**config.mk**
```make
export PLATFORM = sky130hd
export DESIGN_NAME = execute_mul_sequencer
export DESIGN_NICKNAME = d
export VERILOG_FILES = /design/src/rtl/exec_pkg.sv /design/src/rtl/mul_accumulator.sv /design/src/rtl/execute_mul_sequencer.sv
export SDC_FILE = /design/constraint.sdc
export NUM_CORES = 1
export LEC_CHECK = 0
export ABC_CLOCK_PERIOD_IN_PS = 4300
export BUFFER_PORTS_ARGS = -buffer_cell sky130_fd_sc_hd__buf_4
export CAP_MARGIN = 25
export CORE_UTILIZATION = 25
export CTS_CLUSTER_DIAMETER = 100
export CTS_CLUSTER_SIZE = 8
export DETAILED_ROUTE_END_ITERATION = 8
export PLACE_DENSITY = 0.48
export RECOVER_POWER = 100
export SYNTH_ARGS = -nofsm -noshare
export SYNTH_HDL_FRONTEND = slang
export SYNTH_HIERARCHICAL = 1
export SYNTH_SLANG_ARGS = --single-unit
```
**constraint.sdc**
```tcl
create_clock -name i_Clk -period 4.3 [get_ports i_Clk]
set_input_delay 0.43 -clock i_Clk [delete_from_list [all_inputs] [get_ports i_Clk]]
set_output_delay 0.43 -clock i_Clk [all_outputs]
set_load 0.1 [all_outputs]
```
**src/rtl/exec_pkg.sv**
```systemverilog
// rtl/exec_pkg.sv - shared execute-stage constants for the multiply sequencer
//
// Purpose: ALU control codes shared with ALU_control, sequencer state
//          encoding and the default multiply width.
// Ports:   none (package).
package exec_pkg;

   localparam int MUL_WIDTH = 16;

   // ALU control codes; the sequencer only ever issues ALU_CTRL_ADD.
   typedef enum logic [2:0] {
      ALU_CTRL_AND = 3'b000,
      ALU_CTRL_OR  = 3'b001,
      ALU_CTRL_ADD = 3'b010,
      ALU_CTRL_SUB = 3'b110,
      ALU_CTRL_SLT = 3'b111
   } alu_ctrl_t;

   typedef enum logic [1:0] {
      S_IDLE = 2'd0,
      S_ITER = 2'd1,
      S_DONE = 2'd2
   } mul_state_t;

endpackage

```
**src/rtl/mul_accumulator.sv**
```systemverilog
// rtl/mul_accumulator.sv - shift-add accumulator datapath for the multiply sequencer
//
// Purpose: holds acc_hi/acc_lo/multiplicand, folds each ALU add result back
//          into the shift register with its recovered carry, and presents the
//          final product (negated for signed multiplies when
//          EXEC_MUL_SIGNED_EN is defined).
// Ports:
//   i_clk, i_rst_n   clock, asynchronous active-low reset
//   i_load           capture operands (acc_hi=0, acc_lo=B, mcand=A)
//   i_step           perform one shift-add iteration
//   i_signed_sel     signed multiply request (used only with EXEC_MUL_SIGNED_EN)
//   i_multiplicand   operand A
//   i_multiplier     operand B
//   i_alu_result     ALU sum of acc_hi and the selected addend
//   o_acc_hi         upper accumulator half (ALU operand A)
//   o_acc_lo0        current multiplier bit (selects ALU operand B)
//   o_mcand          captured multiplicand
//   o_result         full product, sign-corrected
module mul_accumulator
   import exec_pkg::*;
#(
   parameter int WIDTH = MUL_WIDTH
) (
   input  logic               i_clk,
   input  logic               i_rst_n,
   input  logic               i_load,
   input  logic               i_step,
   input  logic               i_signed_sel,
   input  logic [WIDTH-1:0]   i_multiplicand,
   input  logic [WIDTH-1:0]   i_multiplier,
   input  logic [WIDTH-1:0]   i_alu_result,
   output logic [WIDTH-1:0]   o_acc_hi,
   output logic               o_acc_lo0,
   output logic [WIDTH-1:0]   o_mcand,
   output logic [2*WIDTH-1:0] o_result
);

   logic [WIDTH-1:0] acc_hi_q, acc_hi_d;
   logic [WIDTH-1:0] acc_lo_q, acc_lo_d;
   logic [WIDTH-1:0] mcand_q, mcand_d;
   logic [WIDTH-1:0] load_a, load_b;
   logic             carry;

   // The ALU is only 16 bits wide; a wrapped sum is always smaller than the
   // non-negative acc_hi it started from, which recovers bit 16.
   assign carry = (i_alu_result < acc_hi_q);

`ifdef EXEC_MUL_SIGNED_EN
   logic neg_q, neg_d;

   // Magnitudes; -2**(WIDTH-1) negates to itself, which read unsigned is correct.
   assign load_a = (i_signed_sel && i_multiplicand[WIDTH-1]) ? -i_multiplicand : i_multiplicand;
   assign load_b = (i_signed_sel && i_multiplier[WIDTH-1])   ? -i_multiplier   : i_multiplier;
   assign o_result = neg_q ? -{acc_hi_q, acc_lo_q} : {acc_hi_q, acc_lo_q};

   always_comb begin
      neg_d = neg_q;
      if (i_load) begin
         neg_d = i_signed_sel & (i_multiplicand[WIDTH-1] ^ i_multiplier[WIDTH-1]);
      end
   end

   always_ff @(posedge i_clk or negedge i_rst_n) begin
      if (!i_rst_n) begin
         neg_q <= 1'b0;
      end else begin
         neg_q <= neg_d;
      end
   end
`else
   logic unused_signed_sel;

   assign unused_signed_sel = i_signed_sel;
   assign load_a   = i_multiplicand;
   assign load_b   = i_multiplier;
   assign o_result = {acc_hi_q, acc_lo_q};
`endif

   always_comb begin
      acc_hi_d = acc_hi_q;
      acc_lo_d = acc_lo_q;
      mcand_d  = mcand_q;
      if (i_load) begin
         acc_hi_d = '0;
         acc_lo_d = load_b;
         mcand_d  = load_a;
      end else if (i_step) begin
         // {acc_hi, acc_lo} <= {carry, sum, acc_lo[WIDTH-1:1]}
         acc_hi_d = {carry, i_alu_result[WIDTH-1:1]};
         acc_lo_d = {i_alu_result[0], acc_lo_q[WIDTH-1:1]};
      end
   end

   always_ff @(posedge i_clk or negedge i_rst_n) begin
      if (!i_rst_n) begin
         acc_hi_q <= '0;
         acc_lo_q <= '0;
         mcand_q  <= '0;
      end else begin
         acc_hi_q <= acc_hi_d;
         acc_lo_q <= acc_lo_d;
         mcand_q  <= mcand_d;
      end
   end

   assign o_acc_hi  = acc_hi_q;
   assign o_acc_lo0 = acc_lo_q[0];
   assign o_mcand   = mcand_q;

endmodule

```
**src/rtl/execute_mul_sequencer.sv**
```systemverilog
// rtl/execute_mul_sequencer.sv - 16x16 shift-add multiply sequencer using the execute-stage ALU
//
// Purpose: takes over the execute-stage ALU for WIDTH iterations, stalling the
//          pipeline, and produces a 2*WIDTH product. Optional signed support
//          is enabled by defining EXEC_MUL_SIGNED_EN.
// Ports:
//   i_Clk, i_Rst_n        clock, asynchronous active-low reset
//   i_Start               multiply request (sampled in IDLE only)
//   i_Signed              signed select (EXEC_MUL_SIGNED_EN builds only)
//   i_Flush               abort in-flight multiply; beats i_Start in IDLE
//   i_Multiplicand/i_Multiplier  operands
//   i_ALU_Result          ALU result for o_ALU_A/o_ALU_B this cycle
//   o_ALU_Own             ALU input muxes select this block
//   o_ALU_A/o_ALU_B       ALU operands
//   o_ALU_Control         always ALU_CTRL_ADD
//   o_Busy, o_Stall       multiply in progress / pipeline stall
//   o_Done                one-cycle product-valid pulse
//   o_Product             product; valid with o_Done, held until next result
module execute_mul_sequencer
   import exec_pkg::*;
#(
   parameter int WIDTH = MUL_WIDTH,
   parameter int CNT_W = 4
) (
   input  logic               i_Clk,
   input  logic               i_Rst_n,
   input  logic               i_Start,
   input  logic               i_Signed,
   input  logic               i_Flush,
   input  logic [WIDTH-1:0]   i_Multiplicand,
   input  logic [WIDTH-1:0]   i_Multiplier,
   input  logic [WIDTH-1:0]   i_ALU_Result,
   output logic               o_ALU_Own,
   output logic [WIDTH-1:0]   o_ALU_A,
   output logic [WIDTH-1:0]   o_ALU_B,
   output logic [2:0]         o_ALU_Control,
   output logic               o_Busy,
   output logic               o_Stall,
   output logic               o_Done,
   output logic [2*WIDTH-1:0] o_Product
);

   localparam logic [CNT_W-1:0] LAST_ITER = CNT_W'(WIDTH - 1);

   mul_state_t         state_q, state_d;
   logic [CNT_W-1:0]   cnt_q, cnt_d;
   logic [2*WIDTH-1:0] product_q, product_d;
   logic               load, step;
   logic [WIDTH-1:0]   acc_hi;
   logic               acc_lo0;
   logic [WIDTH-1:0]   mcand;
   logic [2*WIDTH-1:0] acc_result;

   mul_accumulator #(
      .WIDTH (WIDTH)
   ) u_acc (
      .i_clk          (i_Clk),
      .i_rst_n        (i_Rst_n),
      .i_load         (load),
      .i_step         (step),
      .i_signed_sel   (i_Signed),
      .i_multiplicand (i_Multiplicand),
      .i_multiplier   (i_Multiplier),
      .i_alu_result   (i_ALU_Result),
      .o_acc_hi       (acc_hi),
      .o_acc_lo0      (acc_lo0),
      .o_mcand        (mcand),
      .o_result       (acc_result)
   );

   always_comb begin
      state_d   = state_q;
      cnt_d     = cnt_q;
      product_d = product_q;
      load      = 1'b0;
      step      = 1'b0;
      case (state_q)
         S_IDLE: begin
            if (i_Start && !i_Flush) begin
               load    = 1'b1;
               cnt_d   = '0;
               state_d = S_ITER;
            end
         end
         S_ITER: begin
            if (i_Flush) begin
               state_d = S_IDLE;
            end else begin
               step  = 1'b1;
               cnt_d = cnt_q + CNT_W'(1);
               if (cnt_q == LAST_ITER) begin
                  state_d = S_DONE;
               end
            end
         end
         S_DONE: begin
            state_d = S_IDLE;
            if (!i_Flush) begin
               product_d = acc_result;
            end
         end
         default: state_d = S_IDLE;
      endcase
   end

   always_ff @(posedge i_Clk or negedge i_Rst_n) begin
      if (!i_Rst_n) begin
         state_q   <= S_IDLE;
         cnt_q     <= '0;
         product_q <= '0;
      end else begin
         state_q   <= state_d;
         cnt_q     <= cnt_d;
         product_q <= product_d;
      end
   end

   assign o_Busy        = (state_q != S_IDLE);
   assign o_ALU_Own     = (state_q == S_ITER);
   assign o_ALU_A       = o_ALU_Own ? acc_hi : '0;
   assign o_ALU_B       = (o_ALU_Own && acc_lo0) ? mcand : '0;
   assign o_ALU_Control = ALU_CTRL_ADD;
   // In IDLE the stall follows i_Start so the instruction holds before capture.
   assign o_Stall       = o_Busy | i_Start;
   // A flush in DONE suppresses the completion pulse.
   assign o_Done        = (state_q == S_DONE) && !i_Flush;
   assign o_Product     = o_Done ? acc_result : product_q;

endmodule
```
==> impl_metrics.ini <==
[status]
status = complete, but fails checks
violations = capacitance limit, slew limit

[synthesis]
ys_seq_area_frac = 0.507
ys_ff_latch = 86
ys.warnings.count = 6
netlist_area_um2 = 4250
synthCells = 359
avgSynthCellArea_um2 = 11.8
synth.distinct_cells = 40

[placed_design]
hpwl_um = 6950
port_buffers = 119
routabilityCongestion = 0.723

[clock_network]
cts_tree = yes
clk_pin_slew_ns = 0.07
insertion_delay_ns = 0.34
cts_buffers = 9
cts-root-buf = clkbuf_16
cts_sinks = 86
ctsHoldBuffers = 0
cts_resized = 0
cts_buffer_depth = 2
cts_max_level = 3
cts_setup_buffers = 0

[power]
power.total_uw = 2420
leakage_uw = 0.00250
power_density_nw_per_um2 = 462
vdd_drop_max_uv = 159

[setup_path]
cp.arrival_ns = 2.85
path_max_fanout = 34
critical_path_class = flop to primary output
worstPathRequired_ns = 3.87
worst_setup_path_end_kind = primary output
cp-start-kind = flop

[timing]
final_hold_viol_count = 0
fin_worst_skew_ns = 0.00662
setup_violations = 0
tightestPinTransition_ns = 2.45
hold_slack_ns = 0.300
rsz0062_at_grt = no
slew_viol_final = 45
period_needed_ns = 3.28
relSlewSlack = -0.635
min_period_over_period = 0.762
fmax_mhz = 305
final.setup.tns_ns = 0

[die]
io_pins = 124
die_h_um = 132
row_count = 47
start_util = 0.256
die_x_um = 132
core_area_um2 = 16600
die-area_um2 = 17500

[routing]
initialDrtViolationCount = 72
drc_errors = 0
via_per_inst = 4.31
via_count = 2930
wl_per_cell_um = 14.8
firstDrtPassIters = 4
final_antenna_net_count = 0
drt-total-wl_um = 10100

[finish]
nNetsFinal = 524
nFillCells = 1786
area_growth_pct = 23.7
final_layout_size_suffix_gt1_frac = 0.200
diodes = 0

[flow_run]
maxCapViolations = 1

[global_route]
grt_usage = 0.121
antenna_found_initial = 0
overflow = 0
grt_pass1_wl_um = 16400
grt_max_degree = 45
grt_pass1_vias = 3127

[min_path]
hold_class = primary input to flop
-- placed cells by master, fill, tap and decap left out, types with 2 or more instances in the layout --
| master | netlist | routed |
|---|---|---|
| conb_1 | 2 | 3 |
| o21ai_0 | 4 | 17 |
| clkbuf_16 | 0 | 9 |
| mux2_2 | 33 | 15 |
| clkbuf_1 | 7 | 68 |
| clkinvlp_4 | 0 | 2 |
| nor2_1 | 18 | 18 |
| a22o_1 | 2 | 2 |
| a21o_1 | 3 | 3 |
| bufinv_16 | 0 | 2 |
| inv_1 | 16 | 17 |
| dfrtp_1 | 86 | 86 |
| ha_1 | 16 | 16 |
| o21ai_1 | 15 | 2 |
| buf_4 | 23 | 54 |
| and3_1 | 19 | 19 |
| nand2_1 | 20 | 20 |
| a21oi_1 | 2 | 2 |
| mux2i_1 | 32 | 32 |
| nand4_1 | 2 | 2 |
| clkinv_4 | 1 | 2 |
| and2_1 | 16 | 16 |
| mux2_1 | 16 | 34 |
-- power by group --
part | total, uW | internal [uW] | switching, uW
combinational | 553 | 172 | 381
clock | 848 | 511 | 337
sequential | 1020 | 921 | 103
-- stage by stage --
| stage | cell area, um^2 | cells | utilization | setup WS (ns) |
|---|---|---|---|---|
| 5_1_grt | 5250 | 680 | 0.317 | 0.836 |
| 3_3_place_gp | 5190 | 664 | 0.313 | 1.78 |
| 4_1_cts | 5520 | 680 | 0.333 | 1.69 |
| 3_5_place_dp | 5190 | 664 | 0.313 | 1.76 |
| 2_1_floorplan | 4250 | 360 | - | 1.37 |
| 6_report | 5250 | 680 | 0.317 | 1.02 |
-- sequential cells by signal (all words and copies together) (netlist names) --
register,count
product_q,32
cnt_q,4
u_acc/o_acc_hi,16
u_acc/o_mcand,16
state_q,2
u_acc/acc_lo_q,16
-- cells by family (layout without fill, tap and decap cells) --
logic type                 count (synthesis)  count (layout)  share of synthesized area
DFF                                       86              86                      0.507
and+or+nand+nor                           85              85                      0.115
muxes                                     81              81                      0.205
buffers and inverters                     56             156                     0.0749
AOI/OAI and AO/OA                         33              33                     0.0492
adders and majority gates                 16              16                     0.0472
other                                      2               3                    0.00177
-- synthesized netlist by cell type (all sizes together) --
library cell	count	area, um^2
o31ai	1	7.51
o211a	1	10.0
nand2	20	75.1
and3	19	119
o211ai	1	7.51
a22o	2	17.5
or4b	1	13.8
clkbuf	7	26.3
a22oi	1	7.51
a21o	3	22.5
mux2i	32	320
dfrtp	86	2150
conb	2	7.51
nor3b	2	31.3
nand4	3	33.8
and2	17	108
buf	31	219
or3b	1	11.3
nor2	18	67.6
or2	1	6.26
a21oi	2	10.0
clkinv	1	8.76
ha	16	200
or3	1	7.51
inv	17	63.8
o2111ai	1	8.76
mux2	49	552
a211oi	1	7.51
a221oi	1	15.0
nand3	1	5.00
and2b	1	8.76
o21ai	19	95.1
-- worst paths after layout --
path                                                from                       endpoint  slack (ns)  cells past startpoint
setup reg to reg                  state_q[0]$_DFFE_PN0P_           cnt_q[2]$_DFFE_PN0P_        1.44                      5
min in group asynchronous                        i_Rst_n      product_q[21]$_DFFE_PN0N_        0.83                      1
max in group asynchronous                        i_Rst_n   u_acc/o_mcand[3]$_DFFE_PN0P_        1.82                      2
hold reg to reg            u_acc/o_mcand[12]$_DFFE_PN0P_  u_acc/o_mcand[12]$_DFFE_PN0P_        0.48                      1
hold / removal                           i_Multiplier[2]  u_acc/acc_lo_q[2]$_DFFE_PN0P_        0.30                      3
setup / recovery                  state_q[1]$_DFFE_PN0P_                    o_ALU_B[13]        1.02                      3
-- worst max-delay path: stages, from the launching register on --
cell	delay (ns)
dfrtp_1	0.41
and2b_1	0.93
and3_1	0.28
clkbuf_1	0.88
-- layout make-up --
| type | instances | area, um^2 | share of cell area |
|---|---|---|---|
| multi-input cells | 218 | 1770 | 0.337 |
| well taps | 220 | 275 | 0.0524 |
| inverters | 18 | 72.6 | 0.0138 |
| flip-flops and latches | 86 | 2150 | 0.410 |
| repair buffers | 122 | 661 | 0.126 |
| clock inverters | 7 | 97.6 | 0.0186 |
| clock buffers | 9 | 225 | 0.0429 |
-- metal layers --
layer | GRT usage | wire (um) | vias up
li1 | - | - | 1406
met1 | 0.155 | 4750 | 1436
met2 | 0.195 | 4750 | 77
met3 | 0.0346 | 463 | 11
met4 | 0.0383 | 107 | 0
met5 | 0 | 0 | -
(Power assumes the default switching activity.)
